==> src/rtl/ff_bank_pkg.sv <==
// ff_bank_pkg
//  Shared definitions for the multimode flip-flop bank.
//  - MODE_* : runtime interpretation of the J/K inputs.
//  - next_bit(mode, j, k, q) : single-bit next-state function, returns
//    {q_next, illegal}. illegal is set only for the SR-mode S=R=1 case.
package ff_bank_pkg;

  localparam logic [1:0] MODE_JK = 2'd0;
  localparam logic [1:0] MODE_SR = 2'd1;
  localparam logic [1:0] MODE_D  = 2'd2;
  localparam logic [1:0] MODE_T  = 2'd3;

  function automatic logic [1:0] next_bit(
    input logic [1:0] mode,
    input logic       j,
    input logic       k,
    input logic       q
  );
    logic qn;
    logic ill;
    qn  = q;
    ill = 1'b0;
    case (mode)
      MODE_JK: begin
        case ({j, k})
          2'b01:   qn = 1'b0;
          2'b10:   qn = 1'b1;
          2'b11:   qn = ~q;
          default: qn = q;
        endcase
      end
      MODE_SR: begin
        case ({j, k})
          2'b01:   qn = 1'b0;
          2'b10:   qn = 1'b1;
          // S=R=1 holds the bit and reports the illegal combination.
          2'b11:   ill = 1'b1;
          default: qn = q;
        endcase
      end
      MODE_D:  qn = j;
      default: qn = q ^ j;  // MODE_T
    endcase
    return {qn, ill};
  endfunction

endpackage

==> src/rtl/ff_cell.sv <==
// ff_cell
//  One bit of the multimode flip-flop bank, plus its sticky SR-illegal flag.
//  Ports:
//    clk, rst      clock / asynchronous active-high reset
//    en            update enable (0 = hold, sr_err not set)
//    mode          MODE_JK / MODE_SR / MODE_D / MODE_T
//    j, k          data inputs
//    err_clr       clears sr_err at the next edge (a new illegal wins)
//    q             registered state, reset to RST_BIT
//    sr_err        sticky SR S=R=1 flag
module ff_cell
  import ff_bank_pkg::*;
#(
  parameter logic RST_BIT = 1'b0
) (
  input  logic       clk,
  input  logic       rst,
  input  logic       en,
  input  logic [1:0] mode,
  input  logic       j,
  input  logic       k,
  input  logic       err_clr,
  output logic       q,
  output logic       sr_err
);

  logic [1:0] nb;

  assign nb = next_bit(mode, j, k, q);

  always_ff @(posedge clk or posedge rst) begin
    if (rst) begin
      q      <= RST_BIT;
      sr_err <= 1'b0;
    end else begin
      if (en) begin
        q <= nb[1];
      end
      // A fresh illegal condition takes priority over the clear.
      if (en && nb[0]) begin
        sr_err <= 1'b1;
      end else if (err_clr) begin
        sr_err <= 1'b0;
      end
    end
  end

endmodule

==> src/rtl/ff_bank_multimode.sv <==
// ff_bank_multimode
//  Bank of WIDTH flip-flops sharing one clock; mode selects JK, SR, D or T
//  interpretation of J/K. Provides per-bit sticky SR-illegal flags and a
//  saturating count of enabled edges on which Q changed.
//  Ports:
//    clk, rst   clock / asynchronous active-high reset
//    en         update enable
//    mode       0=JK 1=SR 2=D 3=T
//    J, K       per-bit inputs (K ignored in D and T modes)
//    err_clr    clears sr_err at next edge
//    cnt_clr    clears chg_cnt at next edge (drops that edge's increment)
//    Q, Q_bar   registered state and its complement
//    sr_err     sticky per-bit SR illegal flags
//    chg_cnt    saturating change counter
module ff_bank_multimode
  import ff_bank_pkg::*;
#(
  parameter int               WIDTH   = 4,
  parameter int               CNT_W   = 8,
  parameter logic [WIDTH-1:0] RST_VAL = '0
) (
  input  logic             clk,
  input  logic             rst,
  input  logic             en,
  input  logic [1:0]       mode,
  input  logic [WIDTH-1:0] J,
  input  logic [WIDTH-1:0] K,
  input  logic             err_clr,
  input  logic             cnt_clr,
  output logic [WIDTH-1:0] Q,
  output logic [WIDTH-1:0] Q_bar,
  output logic [WIDTH-1:0] sr_err,
  output logic [CNT_W-1:0] chg_cnt
);

  localparam logic [CNT_W-1:0] CNT_MAX = '1;

  logic [WIDTH-1:0] chg_bits;
  logic             changed;

  for (genvar i = 0; i < WIDTH; i++) begin : g_cell
    ff_cell #(
      .RST_BIT (RST_VAL[i])
    ) u_cell (
      .clk     (clk),
      .rst     (rst),
      .en      (en),
      .mode    (mode),
      .j       (J[i]),
      .k       (K[i]),
      .err_clr (err_clr),
      .q       (Q[i]),
      .sr_err  (sr_err[i])
    );
  end

  // Per-bit change detect: only the q_next half of next_bit() is compared,
  // the illegal half is masked off.
  always_comb begin
    chg_bits = '0;
    for (int i = 0; i < WIDTH; i++) begin
      chg_bits[i] = (next_bit(mode, J[i], K[i], Q[i]) & 2'b10) != {Q[i], 1'b0};
    end
  end

  assign changed = en && (|chg_bits);

  always_ff @(posedge clk or posedge rst) begin
    if (rst) begin
      chg_cnt <= '0;
    end else if (cnt_clr) begin
      chg_cnt <= '0;
    end else if (changed && (chg_cnt != CNT_MAX)) begin
      chg_cnt <= chg_cnt + 1'b1;
    end
  end

  assign Q_bar = ~Q;

endmodule
==> config.mk <==
export PLATFORM = sky130hd
export DESIGN_NAME = ff_bank_multimode
export DESIGN_NICKNAME = d
export VERILOG_FILES = /design/src/rtl/ff_bank_pkg.sv /design/src/rtl/ff_cell.sv /design/src/rtl/ff_bank_multimode.sv
export SDC_FILE = /design/constraint.sdc
export NUM_CORES = 1
export LEC_CHECK = 0
export CORE_UTILIZATION = 44
export DETAILED_ROUTE_END_ITERATION = 7
export PLACE_DENSITY = 0.88
export SYNTH_ARGS = -nofsm -noshare
export SYNTH_HDL_FRONTEND = slang
export SYNTH_SLANG_ARGS = --single-unit
==> constraint.sdc <==
create_clock -name clk -period 1.7 [get_ports clk]
set_input_delay 0.51 -clock clk [delete_from_list [all_inputs] [get_ports clk]]
set_output_delay 0.51 -clock clk [all_outputs]
set_load 0.1 [all_outputs]
==> summary.txt <==
Route
  • 1st-iter DRT viols: 125
  • WL/cell: 24.2 um
  • WL final: 6.37 mm
  • Antenna Nets Post-Route: 0
  • Via count: 1685
  • First-pass DRT Iterations: 7
  • Vias/cell: 6.41
  • # DRC: 4

Floorplanning
  • CORE AREA: 2850 sq um
  • Die width: 57.6 um
  • I/O Pins: 35
  • Initial Util: 47.7%
  • Die H: 57.6 um
  • Row Count: 19
  • Die Area: 3320 sq um

Clocking
  • Root Driver: clkbuf_4
  • Longest Clk Path Bufs: 2
  • Hold_buf cts: 0
  • Clock buffer count from CTS: 3
  • Clock sinks: 16
  • Worst-path clk slew: 110 ps
  • Skew-Pair Late Insertion Delay: 310 ps
  • Htree depth: 1
  • CTS tree: built

Synthesis
  • Ys Warns: 0
  • Ys async rst share: 100%
  • Post-synthesis mux area share: 3.86%
  • Synthesized flop and latch total: 16
  • Mapped cell area: 1360 sq um
  • Post-synth cell types: 36
  • Synth Area in Adders: 8.27%
  • Synth area leader: dfrtp_1
  • Synth Flop Type: dfrtp_1
  • Post-synthesis xor/xnor area fraction: 3.86%
  • Share of Yosys cell area claimed by the top area cell type: 29.4%
  • Syn Nets: 184
  • Commonest cells post-synth: dfrtp_1 (16), o21ai_0 (16), inv_1 (14)
  • Post-synthesis sequential area ratio: 29.4%
  • Largest family of logic cells by synthesized area: compound AO/OA/AOI/OAI gates
  • Syn_area_per_cell: 8.51 sq um
  • Synth area leaders: dfrtp_1 (29%), ha_1 (8.3%), o21ai_0 (5.9%)
  • Post-synthesis compound-gate area fraction: 23.5%
  • Post-synth EDFFs: 0
  • Synth Area in Simple Gates: 18.3%
  • Post-Synthesis Cells: 160

Worst setup path
  • CP max stage delay: 600 ps
  • Reg2reg end: chg_cnt[3]
  • WS Path Type: primary input to flip-flop
  • Most Frequent Cell on Critical Path: nand2_1
  • Worst reg2reg setup slack: -290 ps
  • Crit path capture type: flip-flop
  • Reg2reg path depth: 7
  • CP max-delay cell: or4_1
  • Worst Path Max Fanout: 7
  • FF-to-FF Start: g_cell[0].u_cell.q
  • Crit-path cells: buf_2 > buf_6 > nand2_1 > o211ai_2 > a32oi_4 > o21ai_4 > or4_1 > nand2_1
  • CP required: 1950 ps
  • Crit path launch type: primary input
  • WP data arrival: 2270 ps

Outcome
  • Failing checks: DRC, setup timing
  • Status: finished with violations

GRT
  • Largest net degree at the start of global routing: 17
  • Initial antenna violation count: 0
  • Global-route wire length before repair: 9.12 mm
  • Grt peak-use layer: met2
  • M2 GR Usage: 63.3%
  • Grt met3 use: 5.80%
  • Gr usage total: 37.3%
  • Met1 Usage GRT: 46.3%
  • Total gr overflow: 0
  • Number of global-route vias before repair: 1695

Placed design
  • Final GP Congestion: 0.941
  • DP HPWL: 3.22 mm
  • Setup WS pre-CTS: -1090 ps
  • Input/output buffers: 34

Power and ir drop
  • Overall power: 0.00197 W
  • Lkg Pwr: 1.10 nW
  • VDD IR max: 0.548 mV
  • Power Density: 770 nW/um^2

Timing
  • RSZ-0062 raised after global routing: yes
  • Clk_skew: 9.14 ps
  • Post-layout min period: 2020 ps
  • Fin. max-slew vios: 0
  • Slew @ Worst Pin: 458 ps
  • Slew HR: 69.4%
  • Slack of the critical path: -323 ps
  • Final Cycle Share: 119%
  • F_max: 494 MHz
  • Final setup vio count: 14
  • Setup TNS: -2500 ps
  • Hold Violations, Final: 0

Cells and area
  • Share of cells above drive strength 1: 58.2%
  • Antenna Cells: 0
  • Synthesis-to-finish area growth: 88.3%
  • Final nets: 257

Flow run
  • Max-cap violation count: 0

Hold path
  • Hold Path Class: primary input to asynchronous set/reset pin
final cells by class:
type	count	area [sq um]
multi-input cells	115	1060
repair buffers	83	960
flip-flops and latches	16	409
fillers	103	289
inverters	14	68.8
well taps	31	38.8
clock buffers	4	26.3
power breakdown:
part	internal (W)	switching (W)	total [W]
sequential	0.000413	0.0000495	0.000463
combinational	0.000535	0.000738	0.00127
clock	0.0000916	0.000147	0.000238
logic make-up after synthesis:
logic type               Yosys count
AND/OR/NAND/NOR                   49
AO/OA/AOI/OAI                     46
buffers and inverters             29
multiplexers                       5
adder cells (fa/ha/maj)            9
flip-flops                        16
XOR/XNOR                           6
repair_timing:
| item | CTS | global route |
|---|---|---|
| buffers inserted | 7 | 5 |
| pin swaps | 16 | 14 |
| setup endpoints to repair | 20 | 17 |
| gates resized for setup | 90 | 28 |
sequential cells by signal, indices dropped and copies added (netlist names):
| register | count |
|---|---|
| g_cell.u_cell.q | 4 |
| g_cell.u_cell.sr_err | 4 |
| chg_cnt | 8 |
critical path: cells and delay by family:
kind | cells | cell delay [ps]
AOI/OAI and AO/OA | 3 | 590
buffers and inverters | 2 | 340
and+or+nand+nor | 3 | 820
cell usage in the layout (no fill, tap or decap), types with 2 or more instances in the layout:
cell / n
buf_4: 33
buf_6: 21
buf_12: 20
nand2_1: 13
o21ai_0: 12
dfrtp_1: 9
nor2_1: 8
nand3_1: 8
dfrtp_2: 7
inv_1: 6
a21oi_1: 5
ha_1: 5
a21oi_2: 4
nor2b_1: 4
ha_4: 4
clkdlybuf4s50_1: 4
clkinvlp_4: 3
mux2i_1: 3
inv_2: 3
or4_1: 3
clkbuf_4: 3
buf_2: 3
o31ai_1: 2
o21ai_1: 2
o211ai_1: 2
a221oi_4: 2
xor2_1: 2
nor2_2: 2
nor2_4: 2
a32oi_4: 2
xor2_4: 2
o31ai_4: 2
or4_4: 2
mux2_2: 2
o21ai_2: 2
o311ai_1: 2
a22o_1: 2
inv_4: 2
per-stage QoR:
stage	hold slack (ps)	util, %	instances	area (sq um)
2_1_floorplan	423	-	160	1420
3_3_place_gp	567	76.2	250	2170
3_5_place_dp	573	76.2	250	2170
4_1_cts	515	86.1	261	2450
5_1_grt	552	89.9	263	2560
6_report	499	89.9	263	2560
worst max-delay path by stage:
| stage | from | endpoint | slack (ps) | depth (start not counted) |
|---|---|---|---|---|
| global placement | J[0] | chg_cnt[0] | -980 | 8 |
| detailed placement | J[0] | chg_cnt[7] | -1090 | 8 |
| global route | K[0] | chg_cnt[3] | -340 | 9 |
| finish | mode[1] | chg_cnt[3] | -320 | 8 |
| floorplan | g_cell[2].u_cell.q | chg_cnt[1] | -370 | 7 |
| CTS | g_cell[0].u_cell.q | chg_cnt[5] | -200 | 6 |
per-layer routing:
layer,part of all wire (%),vias to the layer above,wire length [um]
met2,47,135,3000
li1,-,703,-
met5,0,-,0
met1,37,805,2380
met3,8.2,42,520
met4,7.3,0,466
No activity file was read; power rests on OpenSTA's default activity.
